### src/rtl/srv1_pkg.sv
// ============================================================================
//  srv1_pkg : shared control-bit indices, enums and fn3 codes for the memory stage
//  Rev 1.0
// ============================================================================
`default_nettype none

package srv1_pkg;

   localparam int unsigned CTR_MEM_READ  = 0;
   localparam int unsigned CTR_MEM_WRITE = 1;
   localparam int unsigned CTR_REG_WRITE = 2;
   localparam int unsigned CTR_WB_SEL_LO = 3;
   localparam int unsigned CTR_WB_SEL_HI = 4;

   typedef enum logic [1:0] {
      WB_ALU    = 2'd0,
      WB_MEM    = 2'd1,
      WB_INC_PC = 2'd2
   } wb_sel_t;

   typedef enum logic {
      MEM_IDLE = 1'b0,
      MEM_BUSY = 1'b1
   } mem_state_t;

   localparam logic [2:0] FN3_LB  = 3'b000;
   localparam logic [2:0] FN3_LH  = 3'b001;
   localparam logic [2:0] FN3_LW  = 3'b010;
   localparam logic [2:0] FN3_LBU = 3'b100;
   localparam logic [2:0] FN3_LHU = 3'b101;
   localparam logic [2:0] FN3_SB  = 3'b000;
   localparam logic [2:0] FN3_SH  = 3'b001;
   localparam logic [2:0] FN3_SW  = 3'b010;

   // Size is encoded in fn3[1:0] for both loads and stores.
   function automatic logic is_misaligned(input logic [2:0] fn3, input logic [1:0] a);
      return ((fn3[1:0] == 2'b01) && a[0]) || ((fn3[1:0] == 2'b10) && (a != 2'b00));
   endfunction

endpackage

`default_nettype wire

### src/rtl/mem_load_align.sv
// ============================================================================
//  mem_load_align : selects the byte/half lane of a load word and extends it
//  Rev 1.0
// ============================================================================
`default_nettype none

module mem_load_align
   import srv1_pkg::*;
(
   input  logic [31:0] rdata,
   input  logic [1:0]  addr_lo,
   input  logic [2:0]  fn3,
   output logic [31:0] load_data
);

   logic [31:0] shifted;

   always_comb begin
      shifted = rdata >> {addr_lo, 3'b000};
      case (fn3)
         FN3_LB:  load_data = {{24{shifted[7]}}, shifted[7:0]};
         FN3_LH:  load_data = {{16{shifted[15]}}, shifted[15:0]};
         FN3_LW:  load_data = rdata;
         FN3_LBU: load_data = {24'd0, shifted[7:0]};
         FN3_LHU: load_data = {16'd0, shifted[15:0]};
         default: load_data = 32'd0;
      endcase
   end

endmodule

`default_nettype wire

### src/rtl/memory_stage.sv
// ============================================================================
//  memory_stage : load/store over a req/ack bus, writeback select, branch redirect
//  Rev 1.0
// ============================================================================
`default_nettype none

module memory_stage
   import srv1_pkg::*;
(
   input  logic        clk,
   input  logic        sync_rst_n,
   input  logic        clk_en,
   input  logic [5:0]  ctr_in,
   input  logic [31:0] inst_in,
   input  logic [31:0] alu_in,
   input  logic [29:0] inc_pc_in,
   input  logic [31:0] rs2_data_in,
   input  logic        branch_in,
   output logic        dbus_req,
   output logic        dbus_we,
   output logic [29:0] dbus_addr,
   output logic [3:0]  dbus_be,
   output logic [31:0] dbus_wdata,
   input  logic        dbus_ack,
   input  logic [31:0] dbus_rdata,
   output logic        mem_stall,
   output logic [4:0]  mem_rd_address,
   output logic        mem_writes_rd,
   output logic        wb_valid,
   output logic        wb_reg_write,
   output logic [4:0]  wb_rd,
   output logic [31:0] wb_data,
   output logic        redirect_valid,
   output logic [29:0] redirect_pc,
   output logic        misaligned_exc
);

   mem_state_t  state_q, state_d;
   logic        wb_valid_q, wb_valid_d;
   logic        wb_reg_write_q, wb_reg_write_d;
   logic [4:0]  wb_rd_q, wb_rd_d;
   logic [31:0] wb_data_q, wb_data_d;
   logic        redirect_valid_q, redirect_valid_d;
   logic [29:0] redirect_pc_q, redirect_pc_d;
   logic        misaligned_exc_q, misaligned_exc_d;
   logic [29:0] addr_q, addr_d;
   logic        we_q, we_d;
   logic [3:0]  be_q, be_d;
   logic [31:0] wdata_q, wdata_d;
   logic [2:0]  fn3_q, fn3_d;
   logic [4:0]  rd_q, rd_d;
   logic [1:0]  lane_q, lane_d;
   logic        load_wr_q, load_wr_d;

   logic [2:0]  fn3;
   logic [4:0]  rd;
   logic        memop;
   logic        mis;
   logic        reg_write;
   wb_sel_t     wb_sel;
   logic [31:0] sel_data;
   logic [3:0]  store_be;
   logic [31:0] store_wdata;
   logic [31:0] load_data;
   logic        unused_bits;

   assign fn3       = inst_in[14:12];
   assign rd        = inst_in[11:7];
   assign memop     = ctr_in[CTR_MEM_READ] | ctr_in[CTR_MEM_WRITE];
   assign mis       = is_misaligned(fn3, alu_in[1:0]);
   assign reg_write = ctr_in[CTR_REG_WRITE];
   assign wb_sel    = wb_sel_t'(ctr_in[CTR_WB_SEL_HI:CTR_WB_SEL_LO]);
   assign unused_bits = ^{ctr_in[5], inst_in[31:15], inst_in[6:0]};

   always_comb begin
      case (wb_sel)
         WB_INC_PC: sel_data = {inc_pc_in, 2'b00};
         default:   sel_data = alu_in;
      endcase
      case (fn3[1:0])
         2'b00: begin
            store_be    = 4'b0001 << alu_in[1:0];
            store_wdata = {4{rs2_data_in[7:0]}};
         end
         2'b01: begin
            store_be    = 4'b0011 << {alu_in[1], 1'b0};
            store_wdata = {2{rs2_data_in[15:0]}};
         end
         default: begin
            store_be    = 4'b1111;
            store_wdata = rs2_data_in;
         end
      endcase
   end

   mem_load_align u_load_align (
      .rdata     (dbus_rdata),
      .addr_lo   (lane_q),
      .fn3       (fn3_q),
      .load_data (load_data)
   );

   always_comb begin
      state_d          = state_q;
      wb_valid_d       = wb_valid_q;
      wb_reg_write_d   = wb_reg_write_q;
      wb_rd_d          = wb_rd_q;
      wb_data_d        = wb_data_q;
      redirect_valid_d = 1'b0;
      redirect_pc_d    = redirect_pc_q;
      misaligned_exc_d = 1'b0;
      addr_d           = addr_q;
      we_d             = we_q;
      be_d             = be_q;
      wdata_d          = wdata_q;
      fn3_d            = fn3_q;
      rd_d             = rd_q;
      lane_d           = lane_q;
      load_wr_d        = load_wr_q;

      case (state_q)
         MEM_IDLE: begin
            if (!memop) begin
               wb_valid_d       = 1'b1;
               wb_reg_write_d   = reg_write;
               wb_rd_d          = reg_write ? rd : 5'd0;
               wb_data_d        = sel_data;
               redirect_valid_d = branch_in;
               redirect_pc_d    = alu_in[31:2];
            end else if (mis) begin
               misaligned_exc_d = 1'b1;
               wb_valid_d       = 1'b1;
               wb_reg_write_d   = 1'b0;
               wb_rd_d          = 5'd0;
            end else begin
               state_d        = MEM_BUSY;
               wb_valid_d     = 1'b0;
               wb_reg_write_d = 1'b0;
               wb_rd_d        = 5'd0;
               addr_d         = alu_in[31:2];
               we_d           = ctr_in[CTR_MEM_WRITE];
               be_d           = store_be;
               wdata_d        = store_wdata;
               fn3_d          = fn3;
               rd_d           = rd;
               lane_d         = alu_in[1:0];
               load_wr_d      = reg_write & ~ctr_in[CTR_MEM_WRITE];
            end
         end
         MEM_BUSY: begin
            if (dbus_ack) begin
               state_d    = MEM_IDLE;
               wb_valid_d = 1'b1;
               if (!we_q) begin
                  wb_reg_write_d = load_wr_q;
                  wb_rd_d        = load_wr_q ? rd_q : 5'd0;
                  wb_data_d      = load_data;
               end else begin
                  wb_reg_write_d = 1'b0;
                  wb_rd_d        = 5'd0;
               end
            end
         end
         default: state_d = MEM_IDLE;
      endcase
   end

   // clk_en low freezes everything, including a pending bus ack.
   always_ff @(posedge clk) begin
      if (!sync_rst_n) begin
         state_q          <= MEM_IDLE;
         wb_valid_q       <= 1'b0;
         wb_reg_write_q   <= 1'b0;
         wb_rd_q          <= 5'd0;
         wb_data_q        <= 32'd0;
         redirect_valid_q <= 1'b0;
         redirect_pc_q    <= 30'd0;
         misaligned_exc_q <= 1'b0;
         addr_q           <= 30'd0;
         we_q             <= 1'b0;
         be_q             <= 4'd0;
         wdata_q          <= 32'd0;
         fn3_q            <= 3'd0;
         rd_q             <= 5'd0;
         lane_q           <= 2'd0;
         load_wr_q        <= 1'b0;
      end else if (clk_en) begin
         state_q          <= state_d;
         wb_valid_q       <= wb_valid_d;
         wb_reg_write_q   <= wb_reg_write_d;
         wb_rd_q          <= wb_rd_d;
         wb_data_q        <= wb_data_d;
         redirect_valid_q <= redirect_valid_d;
         redirect_pc_q    <= redirect_pc_d;
         misaligned_exc_q <= misaligned_exc_d;
         addr_q           <= addr_d;
         we_q             <= we_d;
         be_q             <= be_d;
         wdata_q          <= wdata_d;
         fn3_q            <= fn3_d;
         rd_q             <= rd_d;
         lane_q           <= lane_d;
         load_wr_q        <= load_wr_d;
      end
   end

   assign dbus_req       = (state_q == MEM_BUSY);
   assign dbus_we        = (state_q == MEM_BUSY) & we_q;
   assign dbus_addr      = addr_q;
   assign dbus_be        = be_q;
   assign dbus_wdata     = wdata_q;
   assign mem_stall      = ((state_q == MEM_IDLE) && memop && !mis) ||
                           ((state_q == MEM_BUSY) && !dbus_ack);
   assign mem_rd_address = rd;
   assign mem_writes_rd  = reg_write && (rd != 5'd0);
   assign wb_valid       = wb_valid_q;
   assign wb_reg_write   = wb_reg_write_q;
   assign wb_rd          = wb_rd_q;
   assign wb_data        = wb_data_q;
   assign redirect_valid = redirect_valid_q;
   assign redirect_pc    = redirect_pc_q;
   assign misaligned_exc = misaligned_exc_q;

endmodule

`default_nettype wire
### config.mk
export PLATFORM = sky130hd
export DESIGN_NAME = memory_stage
export DESIGN_NICKNAME = d
export VERILOG_FILES = /design/src/rtl/srv1_pkg.sv /design/src/rtl/mem_load_align.sv /design/src/rtl/memory_stage.sv
export SDC_FILE = /design/constraint.sdc
export NUM_CORES = 1
export LEC_CHECK = 0
export ABC_AREA = 1
export CAP_MARGIN = 20
export CORE_AREA = 2 2 159 114
export DETAILED_ROUTE_END_ITERATION = 10
export DIE_AREA = 0 0 161 116
export GPL_TIMING_DRIVEN = 0
export PLACE_DENSITY = 0.81
export SYNTH_ARGS = -nofsm -noshare
export SYNTH_HDL_FRONTEND = slang
export SYNTH_SLANG_ARGS = --single-unit
### constraint.sdc
create_clock -name clk -period 1.8 [get_ports clk]
set_input_delay 0.18 -clock clk [delete_from_list [all_inputs] [get_ports clk]]
set_output_delay 0.18 -clock clk [all_outputs]
set_load 0.05 [all_outputs]
==> metrics.md <==
| Metric | Value |
|---|---|
| CP max-delay cell | `clkdlybuf4s50_1` |
| Final net count | `1,582` |
| Pwr dens | `910 nW/µm²` |
| Cell family with most CP delay | `buffers and inverters` |
| Clk sinks | `150` |
| Share of cells above drive strength 1 | `8.63%` |
| Status | `finished, final reports clean` |
| Die area | `18,700 µm²` |
| Commonest non-fill, non-tap cell in the layout | `nand2_1` |
| Post-Route WL | `29,800 µm` |
| Clk buf depth | `2` |
| Crit Path Category | `flip-flop to output pin` |
| Final core occ | `66.3%` |
| Worst Tran Pin Value | `0.666 ns` |
| Most frequent cells in the layout | `329 x nand2_1, 217 x clkdlybuf4s50_1, 148 x dfxtp_1, 128 x o21ai_0, 121 x a21oi_1` |
| Worst hold path class | `primary input to flip-flop` |
| Post-DRT Antenna Nets | `0` |
| # diodes | `0` |
| IO buf count | `287` |
| Die width | `161 µm` |
| Hold Fails Final Rpt | `0` |
| GR met3 Demand/Resource | `5.40%` |
| Crit share post-route | `99.4%` |
| Endpoint type of the worst setup path | `output pin` |
| GRT met2 Usage | `46.5%` |
| Pin count of the biggest net entering global routing | `17` |
| DR DRC count | `0` |
| Number of iterations in the first detailed-routing pass | `5` |
| Critical Path AT | `1.61 ns` |
| GRT busiest layer | `met2` |
| WL/cell | `18.0 µm` |
| Crit-path max FO | `2` |
| Rel. slew slack | `55.6%` |
| Slowest Stage Delay on Critical Path | `0.84 ns` |
| Area grow syn2layout | `54.8%` |
| Clk_skew | `0.00826 ns` |
| Total CTS buffers | `17` |
| Clock-pin slew on the worst setup and hold paths | `0.06 ns` |
| CTS root buf | `clkbuf_16` |
| Starting density of the core | `42.8%` |
| Later-pin clock latency in the skew report | `0.44 ns` |
| TritonCTS clock tree | `built` |
| CP required | `1.62 ns` |
| Synthesized area | `7290 µm²` |
| First-pass GRT wire length | `44,200 µm` |
| Synth warn | `0` |
| Cts hold-fix bufs | `0` |
| Post-DP HPWL | `22,900 µm` |
| Top-Level Pins | `315` |
| Number of global-route vias before repair | `7,900` |
| Die height | `116 µm` |
| GRT overflow | `0` |
| Vias after detailed routing | `8,771` |
| Final setup violation count | `0` |
| Cell Rows | `40` |
| H-Tree Depth | `4` |
| Initial antenna violation count | `0` |
| VDD IR max | `0.000559 V` |
| Vias per inst | `5.29` |
| Fin crit period | `1.79 ns` |
| Unrepaired setup endpoints after global routing | `false` |
| Yosys reg bits | `150` |
| Sequential fraction of the synthesis area | `41.2%` |
| P_leak | `5.41 nW` |
| GRT Resource Usage Total | `31.1%` |
| Syn_nets | `1,268` |
| # Max-Cap Violations | `0` |
| Initial DRC count | `965` |
| Max-slew violations | `0` |
| Final GP Congestion | `0.888` |
| Total core area | `17,000 µm²` |
| Kind of start point of the critical path | `flip-flop` |
| Total Power | `10.3 mW` |
| Netlist cell types | `29` |
| Syn Area/Cell | `6.63 µm²` |
| Fmax | `559 MHz` |
| WP buf/inv | `1` |
| M1 GR Usage | `45.2%` |
| Critical path, cell by cell | `clkdlybuf4s50_1` |
| Cells after Synth | `1,099` |
==> flip-flops by register name, indices dropped and copies added, names as in the netlist <==
| name | count |
|---|---|
| wb_data | 32 |
| misaligned_exc | 1 |
| dbus_be | 4 |
| dbus_req | 1 |
| load_wr_q | 1 |
| redirect_pc | 30 |
| dbus_wdata | 32 |
| rd_q | 5 |
| wb_rd | 5 |
| we_q | 1 |
| fn3_q | 3 |
| lane_q | 2 |
| wb_reg_write | 1 |
| wb_valid | 1 |
| dbus_addr | 30 |
| redirect_valid | 1 |
==> power breakdown <==
group / total (mW) / leakage, nW / internal (mW) / switching [mW]
Sequential: 3.69 / 1.23 / 3.56 / 0.126
Combinational: 2.99 / 3.90 / 1.06 / 1.93
Clock: 3.59 / 0.282 / 1.99 / 1.60
Total: 10.3 / 5.41 / 6.61 / 3.66
==> kinds of logic after synthesis <==
family	count (synthesis)	share of synthesized area, %
AOI/OAI and AO/OA	298	21.7
buffers and inverters	160	9.89
DFF	150	41.2
and+or+nand+nor	491	27.2
==> per-layer routing <==
metal  share of wire, %  vias up  wire [µm]
li1                   -     4194          -
met1                 47     4081      14000
met2                 42      435      12600
met3                7.9       61       2350
met4                2.8        0        848
met5                  0        -          0
==> cell type report <==
type | instances | area (µm²)
Fill cell | 1522 | 5730
Multi-Input combinational cell | 789 | 3620
Timing Repair Buffer | 295 | 3040
Sequential cell | 150 | 3010
Buffer | 81 | 453
Clock buffer | 19 | 443
Inverter | 79 | 300
Tap cell | 231 | 289
Clock inverter | 13 | 138
==> cell usage after synthesis (all sizes together) <==
| cell type | number | area (µm²) |
|---|---|---|
| a31oi | 8 | 50.1 |
| dfxtp | 150 | 3000 |
| a211oi | 1 | 7.51 |
| nand2 | 331 | 1250 |
| nor2 | 105 | 427 |
| a21oi | 128 | 641 |
| buf | 43 | 282 |
| o211ai | 14 | 105 |
| nand4 | 2 | 12.5 |
| nand3 | 44 | 238 |
| or2 | 9 | 56.3 |
| clkbuf | 38 | 143 |
| inv | 78 | 293 |
| o41ai | 1 | 8.76 |
| o21ai | 138 | 698 |
| clkinv | 1 | 3.75 |
| o2111ai | 8 | 70.1 |
==> timing repair <==
| item | 4_1_cts | 5_1_grt |
|---|---|---|
| resized for setup | 37 | 70 |
| setup endpoints to repair | 23 | 90 |
| pin swaps | 1 | 3 |
| setup buffers | 1 | 7 |
| gates cloned | 0 | 0 |
==> final timing paths <==
check | from | end | slack [ns] | depth (start not counted)
max | wb_data[6] | wb_data[6] | 0.01 | 1
min reg2reg | redirect_pc[15] | redirect_pc[15] | 0.45 | 2
min | inst_in[12] | misaligned_exc | 0.17 | 4
max reg2reg | dbus_req | wb_data[26] | 0.03 | 9
==> through the flow <==
step | instance area, µm² | setup TNS, ns | worst slack (ns) | hold slack, ns | instances
after floorplan | 7300 | 0 | 0.0253 | 0.323 | 1099
after global placement | 10500 | -22.69 | -0.603 | 0.431 | 1617
after detailed placement | 10500 | -26.01 | -0.631 | 0.437 | 1617
after CTS | 11000 | -0.00143 | -0.00143 | 0.149 | 1650
after global routing | 11300 | 0 | 0.000332 | 0.173 | 1657
final | 11300 | 0 | 0.0101 | 0.165 | 1657
(Power assumes the default switching activity.)
